<file path="src/rtl/pipe_stage_hs_pkg.sv">
// Shared definitions for the handshaked pipeline stage: state encodings
// (reused by other stages) and the flush drop-count helper.
package pipe_stage_hs_pkg;

    typedef logic [1:0] state_t;

    localparam state_t ST_EMPTY = 2'd0;
    localparam state_t ST_HALF  = 2'd1;
    localparam state_t ST_FULL  = 2'd2;

    // Beats lost on a flush: everything held, minus the beat leaving this
    // cycle, plus the beat entering this cycle. Never exceeds 3.
    function automatic logic [1:0] drop_incr(input logic [1:0] occ,
                                             input logic       in_fire,
                                             input logic       out_fire);
        return occ + {1'b0, in_fire} - {1'b0, out_fire};
    endfunction

endpackage

</file>
<file path="src/rtl/pipe_stage_hs_if.sv">
// Valid/ready/data bundle for one side of a pipeline stage.
// master drives valid/data, slave drives ready.
interface pipe_stage_hs_if #(
    parameter int DATA_W = 32
);
    logic              valid;
    logic              ready;
    logic [DATA_W-1:0] data;

    modport master (output valid, output data, input ready);
    modport slave  (input valid, input data, output ready);
endinterface

</file>
<file path="src/rtl/pipe_stage_hs_sat_cnt.sv">
// pipe_sat_cnt: CNT_W-bit counter that adds 0..3 when enabled and sticks
// at all-ones instead of wrapping.
module pipe_sat_cnt #(
    parameter int CNT_W = 8
) (
    input  logic             clk,
    input  logic             reset,
    input  logic             en,
    input  logic [1:0]       inc,
    output logic [CNT_W-1:0] cnt
);

    logic [CNT_W:0] sum;

    assign sum = {1'b0, cnt} + (CNT_W+1)'(inc);

    // Accumulate, clamping to all-ones on carry out.
    always_ff @(posedge clk or negedge reset) begin
        if (!reset) begin
            cnt <= '0;
        end else if (en) begin
            if (sum[CNT_W]) begin
                cnt <= '1;
            end else begin
                cnt <= sum[CNT_W-1:0];
            end
        end
    end

endmodule

</file>
<file path="src/rtl/pipe_stage_hs.sv">
// pipe_stage_hs: handshaked pipeline-stage register with flush and a
// saturating count of flushed beats. Payload is opaque.
// Build option: PIPE_SKID_EN adds a second (skid) entry so in_ready is a
// flop; without it in_ready is combinational from out_ready.
//
// state    | meaning
// ST_EMPTY | nothing held, out_valid=0, out_data=0
// ST_HALF  | main register valid
// ST_FULL  | main and skid valid, upstream held off (skid build only)
module pipe_stage_hs
    import pipe_stage_hs_pkg::*;
#(
    parameter int DATA_W = 32,
    parameter int CNT_W  = 8
) (
    input  logic             clk,
    input  logic             reset,
    input  logic             flush,
    pipe_stage_hs_if.slave   up,
    pipe_stage_hs_if.master  dn,
    output logic [1:0]       occ,
    output logic [CNT_W-1:0] drop_cnt
);

    state_t            state_q, state_d;
    logic [DATA_W-1:0] main_q, main_d;
    logic              out_valid;
    logic              in_fire, out_fire;

    assign out_valid = (state_q != ST_EMPTY);
    assign dn.valid  = out_valid;
    assign dn.data   = main_q;      // main is cleared whenever empty
    assign in_fire   = up.valid & up.ready;
    assign out_fire  = out_valid & dn.ready;

`ifdef PIPE_SKID_EN
    logic [DATA_W-1:0] skid_q, skid_d;
    logic              in_ready_q;

    assign up.ready = in_ready_q;
    assign occ      = state_q;

    // Three-state skid FSM; flush overrides everything.
    always_comb begin
        state_d = state_q;
        main_d  = main_q;
        skid_d  = skid_q;
        if (flush) begin
            state_d = ST_EMPTY;
            main_d  = '0;
            skid_d  = '0;
        end else begin
            case (state_q)
                ST_EMPTY: begin
                    if (in_fire) begin
                        state_d = ST_HALF;
                        main_d  = up.data;
                    end
                end
                ST_HALF: begin
                    if (in_fire && out_fire) begin
                        main_d = up.data;
                    end else if (in_fire) begin
                        state_d = ST_FULL;
                        skid_d  = up.data;
                    end else if (out_fire) begin
                        state_d = ST_EMPTY;
                        main_d  = '0;
                    end
                end
                ST_FULL: begin
                    if (out_fire) begin
                        state_d = ST_HALF;
                        main_d  = skid_q;
                        skid_d  = '0;
                    end
                end
                default: begin
                    state_d = ST_EMPTY;
                    main_d  = '0;
                    skid_d  = '0;
                end
            endcase
        end
    end

    // Skid entry and the registered ready, which looks one state ahead.
    always_ff @(posedge clk or negedge reset) begin
        if (!reset) begin
            skid_q     <= '0;
            in_ready_q <= 1'b0;
        end else begin
            skid_q     <= skid_d;
            in_ready_q <= (state_d != ST_FULL);
        end
    end
`else
    logic rdy_en_q;

    assign up.ready = rdy_en_q & (~out_valid | dn.ready);
    assign occ      = {1'b0, out_valid};

    // Single-entry register: load on accept, clear on drain or flush.
    always_comb begin
        state_d = state_q;
        main_d  = main_q;
        if (flush) begin
            state_d = ST_EMPTY;
            main_d  = '0;
        end else if (in_fire) begin
            state_d = ST_HALF;
            main_d  = up.data;
        end else if (out_fire) begin
            state_d = ST_EMPTY;
            main_d  = '0;
        end
    end

    // Holds ready low through reset and for the first edge after release.
    always_ff @(posedge clk or negedge reset) begin
        if (!reset) begin
            rdy_en_q <= 1'b0;
        end else begin
            rdy_en_q <= 1'b1;
        end
    end
`endif

    // Main entry and FSM state.
    always_ff @(posedge clk or negedge reset) begin
        if (!reset) begin
            state_q <= ST_EMPTY;
            main_q  <= '0;
        end else begin
            state_q <= state_d;
            main_q  <= main_d;
        end
    end

    // An offered-but-not-accepted beat stays with upstream, so only
    // in_fire counts toward drops.
    pipe_sat_cnt #(.CNT_W(CNT_W)) u_drop_cnt (
        .clk   (clk),
        .reset (reset),
        .en    (flush),
        .inc   (drop_incr(occ, in_fire, out_fire)),
        .cnt   (drop_cnt)
    );

endmodule

</file>
<file path="src/flat_wrapper.sv">
// flat-port wrapper written by rule: the top's interface ports become plain ports
module pipe_stage_hs_flat import pipe_stage_hs_pkg::*;
#(
    parameter int DATA_W = 32,
    parameter int CNT_W  = 8
)
  (clk, reset, flush, occ, drop_cnt, up_valid, up_data, up_ready, dn_valid, dn_data, dn_ready);
  pipe_stage_hs_if #(.DATA_W(DATA_W)) up_i ();
  pipe_stage_hs_if #(.DATA_W(DATA_W)) dn_i ();
  input  logic clk;
  input  logic reset;
  input  logic flush;
  output logic [1:0] occ;
  output logic [CNT_W-1:0] drop_cnt;
  input wire logic [$bits(up_i.valid)-1:0] up_valid;
  input wire logic [$bits(up_i.data)-1:0] up_data;
  output wire logic [$bits(up_i.ready)-1:0] up_ready;
  output wire logic [$bits(dn_i.valid)-1:0] dn_valid;
  output wire logic [$bits(dn_i.data)-1:0] dn_data;
  input wire logic [$bits(dn_i.ready)-1:0] dn_ready;
  assign up_i.valid = up_valid;
  assign up_i.data = up_data;
  assign up_ready = up_i.ready;
  assign dn_valid = dn_i.valid;
  assign dn_data = dn_i.data;
  assign dn_i.ready = dn_ready;
  pipe_stage_hs #(.DATA_W(DATA_W), .CNT_W(CNT_W)) u_core (.clk(clk), .reset(reset), .flush(flush), .up(up_i), .dn(dn_i), .occ(occ), .drop_cnt(drop_cnt));
endmodule
</file>
<file path="config.mk">
export PLATFORM = sky130hd
export DESIGN_NAME = pipe_stage_hs_flat
export DESIGN_NICKNAME = d
export VERILOG_FILES = /design/src/rtl/pipe_stage_hs_pkg.sv /design/src/rtl/pipe_stage_hs_if.sv /design/src/rtl/pipe_stage_hs_sat_cnt.sv /design/src/rtl/pipe_stage_hs.sv /design/src/flat_wrapper.sv
export SDC_FILE = /design/constraint.sdc
export NUM_CORES = 1
export LEC_CHECK = 0
export CAP_MARGIN = 25
export CORE_ASPECT_RATIO = 1.5
export CORE_MARGIN = 2
export CORE_UTILIZATION = 37
export DETAILED_ROUTE_END_ITERATION = 12
export PLACE_DENSITY_LB_ADDON = 0.1
export SYNTH_ARGS = -nofsm -noshare
export SYNTH_HDL_FRONTEND = slang
export SYNTH_SLANG_ARGS = --single-unit
</file>
<file path="constraint.sdc">
create_clock -name clk -period 1.95 [get_ports clk]
set_input_delay 0.39 -clock clk [delete_from_list [all_inputs] [get_ports clk]]
set_output_delay 0.39 -clock clk [all_outputs]
set_load 0.03 [all_outputs]
</file>
==> impl_results.md, run 1 <==
* I/O pins at 81
* Initial antenna violation count at 0
* Number of diodes at 0
* IO Port Bufs at 79
* Area Growth Syn to Fin at 55.02%
* Max stage delay on crit path at 0.66 ns
* Top_reg_cell synth: dfrtp_1
* Final Hold Fails at 0
* Total grt overflow at 0
* Nets at 254
* Initial Utilization at 38.93%
* Mapped cell area at 1783 µm²
* Post-synthesis mux area share at 1.684%
* Reg2reg setup slack at 0.09 ns
* Inst Count DP at 268
* Vias in the first global route at 1445
* Status: finished, final reports clean
* Reg2Reg Depth at 7
* Slew @ Worst Pin at 0.8462 ns
* Final antenna-violating net count at 0
* Sequential element share of the synthesized area at 58.95%
* Final Instance Area at 2764 µm²
* Syn avg cell area at 13.51 µm²
* Crit Path Max Fanout at 3
* # Max-Cap Violations at 0
* Maximum VDD drop at 0.6688 mV
* RSZ-0062 raised after global routing: true
* CTS buffer count at 5
* Critical Path AT at 1.47 ns
* Std-Cell Rows at 30
* Endpoint, Worst Hold: u_core.dn.data[26]
* Post-synthesis compound-gate area fraction at 21.47%
* Clk buf depth at 2
* Critical Path Source Type: register
* Hold Startpoint: u_core.dn.data[26]
* DP HPWL at 3215 µm
* Die X at 60.68 µm
* Yosys cell types at 34
* WP buf/inv at 2
* CP Class: reg -> out
* P per Cell Area at 903.5 nW/µm²
* Non-Filler Instances at 278
* 1st-iter DRT viols at 88
* XOR/XNOR Fraction of Synth Area at 0%
* Largest family of logic cells by synthesized area: compound AO/OA/AOI/OAI gates
* Clock Pin Slew Worst Setup and Hold Paths at 0.08 ns
* Skew final at 0.003481 ns
* Fin crit share at 95.54%
* Largest net degree at the start of global routing at 33
* # DRC at 0
* FF-to-FF Start: u_core.state_q[0]
* DR vias/cell at 5.076
* Slew margin rel. at 43.46%
* Pre-antenna DRT Iters at 4
* Core area at 4579 µm²
* CP top delay family: buffers and inverters
* Gr usage total at 17.79%
* EDFF count, synth at 0
* Most frequent cells in the layout: clkdlybuf4s50_1, dfrtp_1, a22o_1
* Adder-cell share of the synthesized area at 3.228%
* Synthesis Warnings at 0
* Fmax at 536.8 MHz
* #FFs+latches synth at 42
* Critical path cell sequence: buf_4 > clkdlybuf4s50_1
* Critical R2R Capture: u_core.u_drop_cnt.cnt[5]
* Post-Syn Nets at 173
* Worst-Skew Late Latency at 0.29 ns
* WP data required at 1.56 ns
* Sink Count at 42
* Ys async rst share at 100.0%
* Max-slew violations at 0
* First-pass GRT wire length at 7176 µm
* Clock tree root buffer cell: clkbuf_8
* Synth Area in Simple Gates at 6.877%
* GPL Wtd Cong at 0.7205
* Syn Inst Count at 132
* CTS tree: built
* Die footprint at 5402 µm²
* Via count at 1411
* Final setup fails at 0
* Layout cells sized above 1 at 12.62%
* Final WL at 4435 µm
* Slowest cell on crit path: clkdlybuf4s50_1
* Pleak at 1.222 nW
* Critical Path Sink Type: output pin
* Die Ht at 89.02 µm
* Routed WL per cell at 15.95 µm
* Final Critical Period at 1.863 ns
* Worst Hold Class: reg -> reg
* CP Launch Point: u_core.state_q[0]
* Filler cell count at 413
* WHS Path Cells at 1
* Hold WS at 0.5061 ns
* Area post-placement at 2639 µm²
* # H-tree levels at 2
* Most common cell after layout, fill and taps aside: clkdlybuf4s50_1
-- Yosys cell counts, types with 3 or more instances --
cell type / number / area (µm²)
dfrtp_1: 42 / 1051
a22o_1: 30 / 262.8
a21oi_1: 5 / 25.02
buf_6: 4 / 45.04
nand2_1: 4 / 15.01
buf_4: 3 / 22.52
buf_8: 3 / 45.04
ha_1: 3 / 37.54
inv_1: 3 / 11.26
mux2i_1: 3 / 30.03
nand3_1: 3 / 15.01
-- how the worst max path moves through the flow --
stage | end | slack [ns] | depth (start not counted)
floorplan | u_core.u_drop_cnt.cnt[5] | -0.04 | 8
global placement | u_core.u_drop_cnt.cnt[5] | -0.36 | 8
detailed placement | u_core.u_drop_cnt.cnt[5] | -0.38 | 8
CTS | u_core.u_drop_cnt.cnt[5] | 0.02 | 7
global route | u_core.u_drop_cnt.cnt[4] | -0.02 | 8
finish | dn_valid | 0.09 | 2
-- cell families after synthesis --
family	Yosys count
AOI/OAI and AO/OA	46
DFF	42
and+or+nand+nor	20
buffers and inverters	15
adders and majority gates	4
muxes	3
other	2
-- cell type report --
cell class | instances | area, µm² | share of cell area (%)
repair buffers | 86 | 873.3 | 31.60
well taps | 64 | 80.08 | 2.897
clock buffers | 6 | 72.57 | 2.626
flip-flops and latches | 42 | 1052 | 38.07
clock inverters | 2 | 37.54 | 1.358
inverters | 3 | 11.26 | 0.4074
multi-input cells | 75 | 636.9 | 23.04
-- timing repair --
item | 4_1_cts | 5_1_grt
pin swaps | 4 | 4
hold endpoints to repair | 11 | 0
setup buffers | 1 | 0
resized for setup | 2 | 0
gates cloned | 0 | 0
setup endpoints to repair | 6 | 4
hold buffers | 1 | 0
-- flip-flops by register name, indices dropped and copies added, names as in the netlist --
register / flops
u_core.dn.data: 32
u_core.u_drop_cnt.cnt: 8
u_core.rdy_en_q: 1
u_core.state_q: 1
-- routing by layer --
metal | vias to the layer above | wire length (µm) | global-route usage [%]
met2 | 53 | 2266 | 29.33
met3 | 6 | 251 | 4.342
met4 | 0 | 89 | 7.115
met1 | 706 | 1828 | 22.11
met5 | - | 0 | 0
li1 | 646 | - | -
-- stage by stage --
| stage | setup WS [ns] | utilization, % | TNS (ns) | power (mW) |
|---|---|---|---|---|
| 2_1_floorplan | -0.03542 | - | -0.06134 | 1.490 |
| 3_3_place_gp | -0.3554 | 57.62 | -6.337 | 1.812 |
| 3_5_place_dp | -0.3775 | 57.62 | -7.163 | 1.840 |
| 4_1_cts | 0.01752 | 60.36 | 0 | 2.536 |
| 5_1_grt | -0.01898 | 60.36 | -0.02591 | 2.653 |
| 6_report | 0.08704 | 60.36 | 0 | 2.497 |
-- report_power, final --
group	switching, mW	internal, mW	total (mW)
sequential	0.118	0.965	1.08
clock	0.296	0.382	0.678
combinational	0.391	0.346	0.737
-- worst reg2reg max path: stages, from the launching register on --
cell	delay, ns
dfrtp_2	0.44
nand2b_4	0.08
and3_4	0.18
ha_4	0.20
ha_4	0.16
fa_2	0.42
a211oi_2	0.20
a21boi_1	0.08
No activity file was read; power rests on OpenSTA's default activity.
==> run 2: changes to the inputs <==
- CELL_PAD_IN_SITES_DETAIL_PLACEMENT: default -> 1
- CELL_PAD_IN_SITES_GLOBAL_PLACEMENT: default -> 1
- CORE_MARGIN: 2 -> 5
- CORE_UTILIZATION: 37 -> 28
==> run 2 against run 1 <==
Against the previous run: maximum frequency decreased by 1.2%; sequential share of layout area is 0.17 points higher; count of clock-buffer cells in the layout is the same; core utilization decreased by 16 points; critical path type is now reg -> reg; highest routed layer unchanged.
==> impl_results.md, run 2 (synthesized netlist as in run 1, its figures left out) <==
* Status: finished, final reports clean
* Worst setup margin at 0.06405 ns
* Critical Path AT at 2.10 ns
* RSZ-0062 raised after global routing: true
* Met3 wire length at 397 µm
* Largest net degree at the start of global routing at 33
* GPL Wtd Cong at 0.7984
* # Max-Cap Violations at 0
* Most common cell after layout, fill and taps aside: clkdlybuf4s50_1
* First-pass GRT wire length at 8424 µm
* WP data required at 2.17 ns
* Crit Path Max Fanout at 8
* Nets at 255
* Gr usage total at 13.61%
* Clk buf depth at 2
* Initial antenna violation count at 0
* Final Critical Period at 1.886 ns
* Max stage delay on crit path at 0.44 ns
* Largest register FFs at 32
* Reg2Reg Depth at 8
* IO Port Bufs at 79
* Worst-Skew Late Latency at 0.29 ns
* Most frequent cells in the layout: clkdlybuf4s50_1, dfrtp_1, a22o_1
* # DRC at 0
* CP Launch Point: u_core.state_q[0]
* Area post-placement at 2641 µm²
* DR vias/cell at 4.945
* Critical Path Source Type: register
* Inst Count DP at 280
* Fin crit share at 96.72%
* I/O pins at 81
* Slowest cell on crit path: dfrtp_2
* Most frequent CP cell: ha_4
* Routed WL per cell at 18.19 µm
* Final Hold Fails at 0
* Final Instance Area at 2751 µm²
* Final WL at 5257 µm
* 1st-iter DRT viols at 68
* Slew @ Worst Pin at 0.8581 ns
* Clock Pin Slew Worst Setup and Hold Paths at 0.08 ns
* Maximum VDD drop at 0.5452 mV
* Top layer in use: met4
* Die Ht at 107.7 µm
* DP HPWL at 4054 µm
* FF-to-FF Start: u_core.state_q[0]
* CTS buffer count at 5
* Sink Count at 42
* CP Class: reg -> reg
* Pleak at 1.219 nW
* Pre-antenna DRT Iters at 4
* Final antenna-violating net count at 0
* Slew margin rel. at 42.67%
* Area Growth Syn to Fin at 54.32%
* Fmax at 530.2 MHz
* Post-cts hold buffer count at 0
* Core area at 6175 µm²
* Clock tree root buffer cell: clkbuf_8
* Critical path cell sequence: nand2b_4 > and3_4 > ha_4 > ha_4 > fa_2 > nand4_1 > nor3_2 > a21oi_1
* Dpl ws at -0.4245 ns
* P per Cell Area at 874.7 nW/µm²
* Critical Path Sink Type: register
* Die footprint at 8096 µm²
* Wl on met1 at 1871 µm
* Vias in the first global route at 1659
* Hold WS at 0.04169 ns
* Total grt overflow at 0
* Pwr Total at 2.407 mW
* Initial Utilization at 28.88%
* Layout cells sized above 1 at 14.88%
* Skew final at 0.007633 ns
* Non-Filler Instances at 289
* Die X at 75.16 µm
* Via count at 1429
* Final setup fails at 0
* Max-slew violations at 0
* CTS tree: built
* Std-Cell Rows at 35
* Metal2 WL at 2850 µm
* Number of diodes at 0
* # H-tree levels at 2
* Filler cell count at 660
* Worst Hold Class: in -> async
run 2: cell count changes in the layout (fill, tap and decap cells not counted):
cell / before / now
bufinv_16: 1 / 0
clkinv_2: 0 / 1
buf_4: 4 / 8
dlygate4sd3_1: 1 / 0
nor3_1: 2 / 0
buf_12: 3 / 1
nor3_2: 0 / 2
clkbuf_1: 1 / 0
clkbuf_8: 5 / 6
run 2: critical path: cells and delay by family, from the launching register on:
| family | cells | cell delay (ns) |
|---|---|---|
| fa+ha+maj | 3 | 0.77 |
| compound gates | 1 | 0.11 |
| flops | 1 | 0.44 |
| simple gates | 4 | 0.50 |
run 2: repair_timing:
item / in CTS / in global routing
buffers inserted: 0 / 1
resized for setup: 3 / 1
pin swaps: 4 / 3
setup endpoints to repair: 8 / 5
run 2: final timing paths:
| kind | end | slack [ns] |
|---|---|---|
| worst max-delay path | u_core.u_drop_cnt.cnt[4] | 0.06 |
| worst min register to register | u_core.dn.data[29] | 0.51 |
| worst min-delay path | u_core.dn.data[24] | 0.04 |
| max in group asynchronous | u_core.dn.data[0] | 1.22 |
| min in group clk | u_core.dn.data[29] | 0.51 |
| worst max register to register | u_core.u_drop_cnt.cnt[4] | 0.06 |
run 2: layer usage:
metal | vias up | GRT usage, %
met5 | - | 0
met4 | 0 | 5.625
met3 | 11 | 3.178
li1 | 649 | -
met1 | 715 | 14.78
met2 | 54 | 24.44
run 2: where the power goes:
| part | switching (mW) | total, mW | internal [mW] |
|---|---|---|---|
| clock | 0.297 | 0.581 | 0.285 |
| sequential | 0.115 | 1.08 | 0.965 |
| combinational | 0.402 | 0.745 | 0.343 |
run 2: area by class of cell:
cell class	count	area, µm²	share of cell area [%]
flip-flops and latches	42	1052	38.24
repair buffers	87	853.3	31.01
multi-input cells	75	646.9	23.51
well taps	74	92.59	3.365
clock buffers	6	82.58	3.001
clock inverters	2	12.51	0.4548
inverters	3	11.26	0.4093
run 2: metrics by stage:
stage	TNS [ns]	utilization [%]
after global routing	-0.09621	44.56
after global placement	-7.440	42.78
after floorplan	-0.06134	-
after CTS	0	44.36
after detailed placement	-9.032	42.78
final	0	44.56
==> run 3: changes to the inputs <==
- REMOVE_ABC_BUFFERS: default -> 1
==> run 3 against run 2 <==
Against the previous run: non-clock buffer count grew 2; count of clock-buffer cells in the layout up 1; maximum frequency is 0.86% lower; core utilization up 0.51 points; routed wire length down 6.4%; sequential power is essentially flat; total power increased by 0.33%; critical path type unchanged.
==> impl_results.md, run 3 (synthesized netlist as in run 1, its figures left out) <==
* Maximum VDD drop at 0.3915 mV
* Number of diodes at 0
* Initial antenna violation count at 0
* Fmax at 525.7 MHz
* Combinational fraction of design power at 31.5%
* Clock tree root buffer cell: clkbuf_8
* Gr usage total at 12.85%
* CP Class: reg -> reg
* Critical path cell sequence: nand2b_4 > and3_4 > ha_4 > ha_4 > fa_2 > buf_6 > a21oi_2 > mux2i_1
* Std-Cell Rows at 35
* Most frequent CP cell: ha_4
* # H-tree levels at 2
* FF-to-FF Start: u_core.state_q[0]
* I/O pins at 81
* Critical Path AT at 2.07 ns
* Final WL at 4923 µm
* P per Cell Area at 867.6 nW/µm²
* Clk buf depth at 2
* Reg area at 1051 µm²
* Final antenna-violating net count at 0
* First-pass GRT wire length at 8031 µm
* Routed WL per cell at 16.92 µm
* # Max-Cap Violations at 0
* IO Port Bufs at 79
* Max stage delay on crit path at 0.42 ns
* Final core occ at 45.07%
* # DRC at 0
* GPL Wtd Cong at 0.6972
* CTS tree: built
* Most common cell after layout, fill and taps aside: clkdlybuf4s50_1
* Final Hold Fails at 0
* Largest register FFs at 32
* Filler cell count at 644
* Largest net degree at the start of global routing at 43
* Sink Count at 42
* Layout cells sized above 1 at 16.13%
* Vias in the first global route at 1595
* Area of the multi-input gates at 656.9 µm²
* Final setup fails at 0
* Pleak at 1.229 nW
* Clock network fraction of total power at 23.6%
* Die footprint at 8096 µm²
* Skew final at 0.004128 ns
* CP Launch Point: u_core.state_q[0]
* Total grt overflow at 0
* Initial Utilization at 28.88%
* Slew @ Worst Pin at 0.8384 ns
* Worst Hold Class: in -> async
* Hold WS at 0.1559 ns
* Share of power burned in registers at 44.8%
* CTS buffer count at 5
* Die Ht at 107.7 µm
* Final Critical Period at 1.902 ns
* DP HPWL at 3567 µm
* Crit Path Max Fanout at 5
* Critical Path Sink Type: register
* Fin crit share at 97.55%
* Sw Pwr at 0.8033 mW
* Setup TNS at 0 ns
* RSZ-0062 raised after global routing: true
* Pre-antenna DRT Iters at 3
* Sw Share at 33.27%
* DR vias/cell at 4.825
* Core area at 6175 µm²
* Internal at 1.611 mW
* Die X at 75.16 µm
* WP data required at 2.12 ns
* 1st-iter DRT viols at 44
* Clock Pin Slew Worst Setup and Hold Paths at 0.08 ns
* Slowest cell on crit path: dfrtp_1
* Max-slew violations at 0
* Worst-Skew Late Latency at 0.28 ns
* Critical Path Source Type: register
* Nets at 257
* Most frequent cells in the layout: clkdlybuf4s50_1, dfrtp_1, a22o_1
* Slew margin rel. at 43.98%
* Area Growth Syn to Fin at 56.07%
* Status: finished, final reports clean
* Via count at 1404
[run 3: final cells by class]
type,count,area share [%]
clock buffers,7,3.103
well taps,74,3.327
flip-flops and latches,42,37.77
clock inverters,1,0.1799
inverters,3,0.4047
multi-input cells,75,23.61
repair buffers,89,31.61
[run 3: per-stage QoR]
| step | setup WS (ns) | power, mW | instances | cell area, µm² |
|---|---|---|---|---|
| 6_report | 0.04770 | 2.414 | 291 | 2783 |
| 5_1_grt | -0.02155 | 2.563 | 291 | 2783 |
| 4_1_cts | 0.01902 | 2.453 | 291 | 2779 |
| 3_5_place_dp | -0.7119 | 1.817 | 281 | 2611 |
| 3_3_place_gp | -0.6472 | 1.788 | 281 | 2611 |
| 2_1_floorplan | -0.5247 | 1.435 | 120 | 1663 |
[run 3: final timing paths]
check	depth (start not counted)	slack, ns	end
hold / removal	2	0.16	u_core.state_q[0]
setup reg to reg	8	0.05	u_core.u_drop_cnt.cnt[7]
setup / recovery	8	0.05	u_core.u_drop_cnt.cnt[7]
min in group clk	1	0.51	u_core.dn.data[14]
hold reg to reg	1	0.51	u_core.dn.data[14]
max in group asynchronous	2	1.41	u_core.dn.data[7]
[run 3: what timing repair did]
item | in CTS | in global routing
setup buffers | 2 | 0
hold buffers | 0 | 0
gates resized for setup | 16 | 1
pin swaps | 5 | 2
endpoints found under the setup margin | 8 | 6
[run 3: routing by layer]
metal / global-route usage, % / vias up / share of wire [%]
met1: 15.70 / 704 / 40
met3: 3.178 / 4 / 5.5
met2: 21.88 / 46 / 54
met4: 3.750 / 0 / 0.89
met5: 0 / - / 0
li1: - / 650 / -
[run 3: critical path: cells and delay by family (launching register included)]
family	cells	cell delay, ns
and+or+nand+nor	2	0.28
DFF	1	0.42
AOI/OAI and AO/OA	1	0.10
muxes	1	0.07
buffers and inverters	1	0.15
adders and majority gates	3	0.76
[run 3: power by group through the flow]
stage / logic [mW] / clock network (mW) / registers (mW)
2_1_floorplan: 0.177 / 0 / 1.26
3_3_place_gp: 0.711 / 0 / 1.08
3_5_place_dp: 0.728 / 0 / 1.09
4_1_cts: 0.767 / 0.606 / 1.08
5_1_grt: 0.817 / 0.644 / 1.10
6_report: 0.761 / 0.571 / 1.08
